==> config.mk <==
export PLATFORM = sky130hd
export DESIGN_NAME = pipe_stage_skid
export DESIGN_NICKNAME = d
export VERILOG_FILES = /design/src/rtl/pipe_stage_skid.sv
export SDC_FILE = /design/constraint.sdc
export NUM_CORES = 1
export LEC_CHECK = 0
export ABC_AREA = 1
export BUFFER_PORTS_ARGS = -buffer_cell sky130_fd_sc_hd__buf_2
export CAP_MARGIN = 5
export CORE_MARGIN = 3
export CORE_UTILIZATION = 35
export DETAILED_ROUTE_END_ITERATION = 8
export PLACE_DENSITY = 0.59
export SLEW_MARGIN = 20
export SYNTH_ARGS = -nofsm -noshare
export SYNTH_HDL_FRONTEND = slang
export SYNTH_SLANG_ARGS = --single-unit
==> constraint.sdc <==
create_clock -name clk -period 1.6 [get_ports clk]
set_clock_uncertainty 0.05 [all_clocks]
set_input_delay 0.48 -clock clk [delete_from_list [all_inputs] [get_ports clk]]
set_output_delay 0.48 -clock clk [all_outputs]
set_load 0.05 [all_outputs]
==> src/rtl/pipe_stage_skid.sv <==
// Pipeline stage register with valid/ready handshake, one-entry skid buffer,
// flush and a saturating back-pressure (stall) counter.
module pipe_stage_skid #(
    parameter int unsigned DATA_W = 32,
    parameter int unsigned CNT_W  = 16
) (
    input  logic              clk,
    input  logic              reset,
    input  logic              flush,
    input  logic              in_valid,
    output logic              in_ready,
    input  logic [DATA_W-1:0] in_data,
    output logic              out_valid,
    input  logic              out_ready,
    output logic [DATA_W-1:0] out_data,
    output logic [1:0]        occupancy,
    output logic [CNT_W-1:0]  stall_cnt
);

    typedef enum logic [1:0] {
        ST_EMPTY = 2'd0,
        ST_ONE   = 2'd1,
        ST_TWO   = 2'd2
    } state_e;

    localparam logic [CNT_W-1:0] CNT_MAX = '1;

    state_e            state_q, state_d;
    logic [DATA_W-1:0] main_q,  main_d;
    logic [DATA_W-1:0] skid_q,  skid_d;
    logic [CNT_W-1:0]  stall_q, stall_d;

    logic in_fire;
    logic out_fire;

    // Handshake outputs depend only on held state and flush, never on the peer's handshake.
    always_comb begin
        in_ready  = !flush && (state_q != ST_TWO);
        out_valid = !flush && (state_q != ST_EMPTY);
        in_fire   = in_valid && in_ready;
        out_fire  = out_valid && out_ready;
    end

    // Next-state, storage update and stall counting.
    always_comb begin
        state_d = state_q;
        main_d  = main_q;
        skid_d  = skid_q;
        stall_d = stall_q;

        if (out_valid && !out_ready && (stall_q != CNT_MAX)) begin
            stall_d = stall_q + CNT_W'(1);
        end

        if (flush) begin
            // Held entries are killed; data registers keep stale contents.
            state_d = ST_EMPTY;
        end else begin
            case (state_q)
                ST_EMPTY: begin
                    if (in_fire) begin
                        state_d = ST_ONE;
                        main_d  = in_data;
                    end
                end
                ST_ONE: begin
                    if (in_fire && out_fire) begin
                        main_d = in_data;
                    end else if (in_fire) begin
                        state_d = ST_TWO;
                        skid_d  = in_data;
                    end else if (out_fire) begin
                        state_d = ST_EMPTY;
                    end
                end
                ST_TWO: begin
                    // Upstream is blocked here, so only the drain side can move.
                    if (out_fire) begin
                        state_d = ST_ONE;
                        main_d  = skid_q;
                    end
                end
                default: begin
                    state_d = ST_EMPTY;
                end
            endcase
        end
    end

    // State and data registers with synchronous active-low reset.
    always_ff @(posedge clk) begin
        if (!reset) begin
            state_q <= ST_EMPTY;
            main_q  <= '0;
            skid_q  <= '0;
            stall_q <= '0;
        end else begin
            state_q <= state_d;
            main_q  <= main_d;
            skid_q  <= skid_d;
            stall_q <= stall_d;
        end
    end

    // Occupancy decode of the held-entry state.
    always_comb begin
        occupancy = 2'd0;
        case (state_q)
            ST_ONE:  occupancy = 2'd1;
            ST_TWO:  occupancy = 2'd2;
            default: occupancy = 2'd0;
        endcase
    end

    assign out_data  = main_q;
    assign stall_cnt = stall_q;

endmodule

==> results.yml, run 1 <==
clock_tree:
  cts_tree: "built"
  cts-root-buf: "clkbuf_8"
  cts.sinks: 82
  cts_max_path_buffers: 2
  clkSlewWorstSetupHoldPaths_ns: 0.08
  cts_hold_buffers: 0
  cts_inserted_buffers: 9
  cts_htree_levels: 3
  insertion_delay_ns: 0.36
global_routing:
  antenna_found_initial: 0
  grt_pass1_vias: 3718
  grt_max_degree: 55
  grt_pass1_wl_um: 17320
  overflow: 0
  grt_usage: 0.1671
route:
  drt.antenna.violating_nets: 0
  routed_wirelength_um: 10460
  drc_errors: 0
  avgRoutedWirePerCell_um: 12.19
  initialDrtViolationCount: 185
  vias: 3985
  vias_per_cell: 4.645
  firstDrtPassIters: 4
logic_synthesis:
  ys.flop_type: "dfxtp_1"
  yosys.area.top_type_share: 0.4216
  synth_most_common_cell: "nand2_1"
  ys_ff_latch: 82
  ys_warn_count: 0
  synth_area_leader_cell: "dfxtp_1"
  synth_compound_area_frac: 0.1298
  yosys.area_share.adder: 0.003213
  syn_nets: 646
  synth.area.top_cells: "dfxtp_1 (42%), nand2_1 (14%), nor2_1 (11%), o21ai_0 (7.8%), inv_1 (6.7%)"
  yosys-mux-area-fraction: 0
  syn-cell-area_mm2: 0.003894
  synth_edf_count: 0
  netlist_instances: 608
  yosys-top-cells-count: "nand2_1 (150), nor2_1 (112), dfxtp_1 (82), inv_1 (70), o21ai_0 (61)"
  synth-xor-area-share: 0.01575
  synth_top_family_by_area: "simple AND/OR/NAND/NOR gates"
  synth-seq-area-share: 0.4216
  synth-async-reset-ratio: 0
  synth-simple-area-share: 0.3229
  ys_types: 24
  avgSynthCellArea_um2: 6.404
sta:
  finalSetupViolCount: 4
  min_period_ns: 1.712
  rsz0062_at_grt: "yes"
  worst_pin_slew_ns: 0.3467
  hold-worst-slack_ns: 0.3399
  maxSlewHeadroom: 0.7671
  hold_viol: 0
  finalSetupTns_ns: -0.4033
  report.final.slew_viol_count: 0
  period_share: 1.070
  finalWorstSetupSlack_ns: -0.1123
  max_clock_freq_mhz: 584.0
layout:
  areaGrowthSynthToFinish_pct: 35.25
  nets: 756
  n_fill_cell: 1093
  drive_above_1_share: 0.2590
  final_core_util: 0.4989
  fin_cells: 858
  diodes: 0
placed_design:
  place.gp.congestion: 0.8387
  hpwl_um: 7289
  dp_cells: 836
  port_buffers: 88
  dpl_worst_slack_ns: -0.1442
worst_setup_path:
  critPathMaxFanout: 5
  cp-end-kind: "output port"
  worstSetupStartpointType: "flop"
  worstSetupPathType: "flop to output port"
  crit_arrival_ns: 1.18
  cp.required_ns: 1.07
floorplan:
  io_pins: 89
  initial_core_util: 0.3689
  fp.dieH_um: 111.5
  die_area_mm2: 0.01243
  die_w_um: 111.5
  row_count: 37
  coreArea_mm2: 0.01056
power_and_ir_drop:
  peakVddDrop_uv: 496.5
  leakagePower_nw: 2.474
  powerDensity_mw_per_mm2: 839.8
run_status:
  violations: "negative setup slack"
  status: "finished, violations left"
hold_path:
  worst_hold_path_type: "input pin to flop"
run:
  maxCapViolations: 0
-- area by class of cell --
cell class	instances	area [µm²]	area share
Timing Repair Buffer	132	1010	0.1917
Sequential cell	82	1674	0.3179
Clock buffer	12	166.4	0.03160
Tap cell	136	170.2	0.03231
Inverter	72	272.8	0.05179
Multi-Input combinational cell	421	1951	0.3704
Clock inverter	3	22.52	0.004277
-- kinds of logic after synthesis --
group                      after synthesis
AOI/OAI and AO/OA                      100
xor gates and xnor gates                 7
buffers and inverters                  105
adders and majority gates                1
DFF                                     82
and+or+nand+nor                        313
-- layer usage --
metal	routed length [µm]	part of all wire	track usage	vias up
li1	-	-	-	2107
met1	4905	0.47	0.2187	1772
met2	4759	0.45	0.2573	94
met3	630	0.060	0.05707	12
met4	165	0.016	0.05839	0
met5	0	0	0	-
-- path summary, 6_finish.rpt --
path                                endpoint        start  cells past startpoint  slack [ns]
worst min-delay path              skid_q[31]  in_data[31]                      3        0.34
worst max register to register  out_data[30]   state_q[1]                      8        0.02
worst min register to register    skid_q[19]   skid_q[19]                      2        0.40
worst max-delay path                in_ready   state_q[1]                      5       -0.11
-- per-stage QoR --
| stage | power [mW] | area [µm²] |
|---|---|---|
| 6_report | 4.422 | 5266 |
| 5_1_grt | 4.668 | 5266 |
| 4_1_cts | 4.468 | 5121 |
| 3_5_place_dp | 3.007 | 4845 |
| 3_3_place_gp | 2.996 | 4845 |
| 2_1_floorplan | 2.753 | 4024 |
-- power breakdown --
part	switching (mW)	internal, mW	leakage, nW	total [mW]
clock	0.741	0.696	0.0975	1.44
combinational	0.550	0.273	1.70	0.823
sequential	0.0441	2.12	0.678	2.16
total	1.34	3.09	2.47	4.42
-- flip-flops by register name, indices dropped and copies added (netlist names) --
| signal | count |
|---|---|
| skid_q | 32 |
| out_data | 32 |
| state_q | 2 |
| stall_cnt | 16 |
-- repair_timing --
item / in CTS / in global routing
setup endpoints to repair: 56 / 79
pin swaps: 3 / 2
setup buffers: 2 / 4
hold endpoints to repair: 0 / 0
resized for setup: 22 / 26
cloned: 0 / 1
-- cell usage in the layout (no fill, tap or decap), types with 3 or more instances in the layout --
| master | netlist | routed |
|---|---|---|
| o21ai_0 | 61 | 59 |
| xnor2_1 | 5 | 5 |
| nor2_1 | 112 | 107 |
| buf_2 | 8 | 74 |
| inv_2 | 2 | 3 |
| nor3_1 | 3 | 3 |
| nor2_4 | 0 | 4 |
| clkbuf_8 | 0 | 10 |
| a21oi_1 | 36 | 36 |
| buf_12 | 0 | 11 |
| dfxtp_2 | 0 | 14 |
| nand2_2 | 1 | 4 |
| dfxtp_4 | 0 | 4 |
| buf_6 | 0 | 9 |
| nand2_1 | 150 | 145 |
| nand3_1 | 40 | 38 |
| buf_4 | 3 | 33 |
| nand4_1 | 3 | 3 |
| inv_1 | 70 | 68 |
| dfxtp_1 | 82 | 64 |
-- worst max-delay path, stage by stage, from the launching register on --
cell	delay, ns
dfxtp_4	0.40
inv_4	0.05
nor2_4	0.10
buf_6	0.11
nor2_4	0.03
buf_8	0.14
No activity file was read; power rests on OpenSTA's default activity.
==> run 2: changes to the inputs <==
--- a/config.mk
+++ b/config.mk
@@ -8,9 +8,11 @@
 export ABC_AREA = 1
 export BUFFER_PORTS_ARGS = -buffer_cell sky130_fd_sc_hd__buf_2
 export CAP_MARGIN = 5
+export CORE_ASPECT_RATIO = 0.5
 export CORE_MARGIN = 3
 export CORE_UTILIZATION = 35
 export DETAILED_ROUTE_END_ITERATION = 8
+export HOLD_SLACK_MARGIN = 0.15
 export PLACE_DENSITY = 0.59
 export SLEW_MARGIN = 20
 export SYNTH_ARGS = -nofsm -noshare
==> run 2 against run 1 <==
Against the previous run: the run still ends with negative setup slack left; critical endpoint is now occupancy[0]; register-to-register slack worse by 0.10 ns; final area up 2.9%; non-clock buffer count down 1; critical path depth down 1; fmax down 0.29%; largest cell class unchanged; sequential share of layout area down 0.88 points; wire length down 0.58%; final cell count up 0.35%; sequential power about the same; largest power group is now clock; core utilization up 1.7 points; clock power up 53%.
==> results.yml, run 2 (synthesis results as in run 1) <==
run_status:
  status: "finished, violations left"
  violations: "negative setup slack"
sta:
  min_period_ns: 1.717
  rsz0062_at_grt: "yes"
  max_clock_freq_mhz: 582.3
  hold_viol: 0
  hold-worst-slack_ns: 0.3771
  report.final.slew_viol_count: 0
  finalSetupTns_ns: -1.540
  worst_pin_slew_ns: 0.2748
  finalWorstSetupSlack_ns: -0.1174
  period_share: 1.073
  maxSlewHeadroom: 0.8163
  finalSetupViolCount: 49
worst_setup_path:
  critPathMaxFanout: 4
  crit_arrival_ns: 1.19
  path_common_cell: "buf_6"
  worstSetupPathType: "flop to output port"
  path_cells: "buf_6 > nor2_4 > buf_6 > buf_8"
  cp.required_ns: 1.07
  critPathSlowestCell: "dfxtp_4"
  worstSetupStartpointType: "flop"
  cp-end-kind: "output port"
  crit_path_max_incr_delay_ns: 0.37
floorplan:
  fp.dieH_um: 80.58
  io_pins: 89
  initial_core_util: 0.3706
  die_w_um: 155.2
  row_count: 26
  die_area_mm2: 0.01250
  coreArea_mm2: 0.01051
clock_tree:
  cts.sinks: 82
  cts_max_path_buffers: 2
  cts-root-buf: "clkbuf_16"
  cts_inserted_buffers: 9
  cts_hold_buffers: 0
  insertion_delay_ns: 0.33
  cts_htree_levels: 3
  cts_tree: "built"
  clkSlewWorstSetupHoldPaths_ns: 0.06
layout:
  nets: 755
  drive_above_1_share: 0.2663
  fin_cells: 861
  n_fill_cell: 1048
  areaGrowthSynthToFinish_pct: 39.11
  final_cell_mix: "nand2_1 (148), nor2_1 (101), buf_2 (78)"
  diodes: 0
  layout_commonest_cell: "nand2_1"
run:
  maxCapViolations: 0
placed_design:
  place.gp.congestion: 0.7822
  dp_cells: 841
  port_buffers: 88
  hpwl_um: 6927
power_and_ir_drop:
  peakVddDrop_uv: 508.1
  powerDensity_mw_per_mm2: 959.9
  leakagePower_nw: 2.534
global_routing:
  grt_pass1_wl_um: 16860
  antenna_found_initial: 0
  grt_max_degree: 55
  grt_usage: 0.1649
  grt_pass1_vias: 3534
  overflow: 0
route:
  vias_per_cell: 4.589
  firstDrtPassIters: 4
  avgRoutedWirePerCell_um: 12.08
  vias: 3951
  routed_wirelength_um: 10400
  initialDrtViolationCount: 247
  drc_errors: 0
  drt.antenna.violating_nets: 0
hold_path:
  worst_hold_path_type: "input pin to flop"
[run 2: area by class of cell]
| cell class | count | area, µm² | area share |
|---|---|---|---|
| inverter | 72 | 275.3 | 0.05082 |
| clock inverter | 5 | 78.83 | 0.01455 |
| sequential | 82 | 1674 | 0.3091 |
| multi-input combinational | 421 | 1964 | 0.3627 |
| timing repair buffer | 131 | 1010 | 0.1864 |
| clock buffer | 10 | 239.0 | 0.04412 |
| tap | 140 | 175.2 | 0.03234 |
[run 2: layer usage]
metal	up-vias	part of all wire	global-route usage
met2	76	0.46	0.2723
met5	-	0	0
li1	2111	-	-
met4	0	0.0073	0.03700
met3	7	0.046	0.04952
met1	1757	0.49	0.2137
[run 2: timing repair]
action,CTS,global route
cloned,0,2
setup endpoints to repair,19,88
gates resized for setup,23,26
buffers inserted,2,2
pin swaps,3,3
[run 2: through the flow]
step                worst slack [ns]  cell area, µm²  utilization  power [mW]
CTS                          -0.1386            5249       0.4995       5.236
global placement             -0.2243            4857       0.4623       2.996
global route                 -0.1537            5416       0.5155       5.435
detailed placement           -0.2991            4857       0.4623       3.002
floorplan                   -0.08247            4024            -       2.753
finish                       -0.1174            5416       0.5155       5.199
[run 2: power by group]
group          internal, mW  switching [mW]  leakage, nW  total, mW
Combinational         0.278           0.558         1.70      0.836
Clock                  1.40           0.805        0.158       2.20
Sequential             2.12          0.0399        0.678       2.16
Total                  3.80            1.40         2.53       5.20
[run 2: final timing paths]
| path | from | slack [ns] | endpoint | depth (start not counted) |
|---|---|---|---|---|
| worst min-delay path | in_data[26] | 0.38 | skid_q[26] | 3 |
| worst max register to register | state_q[1] | -0.08 | out_data[7] | 10 |
| worst min register to register | skid_q[17] | 0.39 | skid_q[17] | 2 |
| worst max-delay path | state_q[1] | -0.12 | occupancy[0] | 4 |
[run 2: worst max-delay path: cells and delay by family, from the launching register on]
kind / cells / cell delay (ns)
flops: 1 / 0.37
buf+inv: 3 / 0.37
simple gates: 1 / 0.12
==> run 3: changes to the inputs <==
--- a/config.mk
+++ b/config.mk
@@ -11,6 +11,7 @@
 export CORE_ASPECT_RATIO = 0.5
 export CORE_MARGIN = 3
 export CORE_UTILIZATION = 35
+export CTS_BUF_LIST = sky130_fd_sc_hd__clkbuf_8
 export DETAILED_ROUTE_END_ITERATION = 8
 export HOLD_SLACK_MARGIN = 0.15
 export PLACE_DENSITY = 0.59
==> run 3 against run 2 <==
Against the previous run: the flow still finishes with violations (negative setup slack); setup slack improved by 0.0026 ns; total power fell by 10%; final area rose by 0.25%; via count rose by 0.56%; clock power fell by 25%; hold slack got worse by 0.034 ns; critical endpoint is now in_ready; highest routed layer unchanged.
==> results.yml, run 3 (synthesis results as in run 1) <==
worst_setup_path:
  crit_arrival_ns: 1.18
  worstSetupPathType: "flop to output port"
  cp-end-kind: "output port"
  cp.required_ns: 1.07
  worstSetupStartpointType: "flop"
  critPathMaxFanout: 3
global_routing:
  overflow: 0
  grt_max_degree: 55
  grt_usage: 0.1638
  use_met1: 0.2129
  antenna_found_initial: 0
  grt_pass1_wl_um: 16710
  use_met3: 0.05113
  grt_pass1_vias: 3515
  busiest_layer: "met2"
  globalRouteMet2Util: 0.2688
clock_tree:
  cts_max_path_buffers: 2
  cts_inserted_buffers: 9
  cts_tree: "built"
  cts-root-buf: "clkbuf_8"
  cts_htree_levels: 3
  clkSlewWorstSetupHoldPaths_ns: 0.08
  insertion_delay_ns: 0.35
  cts.sinks: 82
sta:
  min_period_ns: 1.715
  rsz0062_at_grt: "yes"
  maxSlewHeadroom: 0.8134
  period_share: 1.072
  hold_viol: 0
  finalWorstSetupSlack_ns: -0.1148
  worst_pin_slew_ns: 0.2792
  report.final.slew_viol_count: 0
  finalSetupViolCount: 52
  max_clock_freq_mhz: 583.2
floorplan:
  io_pins: 89
  fp.dieH_um: 80.58
  die_w_um: 155.2
  die_area_mm2: 0.01250
  row_count: 26
  initial_core_util: 0.3706
  coreArea_mm2: 0.01051
run_status:
  violations: "negative setup slack"
  status: "finished, violations left"
layout:
  final_cell_mix: "nand2_1 (148), nor2_1 (93), buf_2 (76)"
  nets: 759
  diodes: 0
  areaGrowthSynthToFinish_pct: 39.46
  layout_commonest_cell: "nand2_1"
  fin_cells: 865
  drive_above_1_share: 0.2869
  n_fill_cell: 1043
route:
  avgRoutedWirePerCell_um: 12.18
  firstDrtPassIters: 6
  routed_wirelength_um: 10540
  vias: 3973
  vias_per_cell: 4.593
  initialDrtViolationCount: 253
  drc_errors: 0
  drt.antenna.violating_nets: 0
placed_design:
  dpl_worst_slack_ns: -0.2991
  port_buffers: 88
  hpwl_um: 6927
  dp_cells: 841
  place.gp.congestion: 0.7822
power_and_ir_drop:
  power.switching_mw: 1.349
  leakagePower_nw: 2.524
  pwr-share-comb: 0.187
  clockPowerShare: 0.351
  switching_share: 0.2883
  powerDensity_mw_per_mm2: 862.0
  peakVddDrop_uv: 416.0
  p_int_mw: 3.331
  seqPwrFrac: 0.462
run:
  maxCapViolations: 0
hold_path:
  worst_hold_path_type: "input pin to flop"
run 3: power by group through the flow:
stage | Combinational, mW | Clock, mW | Sequential [mW]
6_report | 0.877 | 1.64 | 2.16
5_1_grt | 0.957 | 1.78 | 2.17
4_1_cts | 0.813 | 1.71 | 2.16
3_5_place_dp | 0.794 | 0 | 2.21
3_3_place_gp | 0.790 | 0 | 2.21
2_1_floorplan | 0.306 | 0 | 2.45
run 3: metal layers:
metal  vias up  wire length [µm]
met4         0                38
met2        68              4721
li1       2122                 -
met3         4               446
met5         -                 0
met1      1779              5329
run 3: worst paths after layout:
check | from | end | slack, ns | depth (start not counted)
worst max-delay path | state_q[0] | in_ready | -0.11 | 4
worst min-delay path | in_data[26] | skid_q[26] | 0.34 | 3
worst min register to register | skid_q[19] | skid_q[19] | 0.40 | 2
worst max register to register | state_q[1] | out_data[22] | -0.09 | 10
run 3: layout make-up:
cell class                      instances  area, µm²  area share
Tap cell                              140      175.2     0.03226
Clock inverter                          5      78.83     0.01452
Clock buffer                           10      137.6     0.02535
Sequential cell                        82       1674      0.3083
Inverter                               72      272.8     0.05023
Multi-Input combinational cell        421       2013      0.3707
Timing Repair Buffer                  135       1079      0.1986
run 3: repair_timing:
item / in CTS / in global routing
cloned: 0 / 3
hold buffers: 0 / 0
endpoints found under the setup margin: 26 / 85
resized for setup: 29 / 55
pin swaps: 2 / 3
setup buffers: 3 / 4
run 3: through the flow:
step | util | hold slack (ns) | total power, mW | instance area, µm² | setup TNS, ns
after global placement | 0.4623 | 0.3814 | 2.996 | 4857 | -10.33
after floorplan | - | 0.3745 | 2.753 | 4024 | -4.717
after CTS | 0.4920 | 0.3377 | 4.677 | 5170 | -0.4522
final | 0.5168 | 0.3430 | 4.681 | 5430 | -2.901
after global routing | 0.5168 | 0.3493 | 4.906 | 5430 | -8.369
after detailed placement | 0.4623 | 0.3876 | 3.002 | 4857 | -10.92
run 3: critical path, stage by stage, from the launching register on:
cell,delay (ns)
dfxtp_4,0.36
buf_6,0.12
nor2_4,0.14
nor2_4,0.07
buf_6,0.15
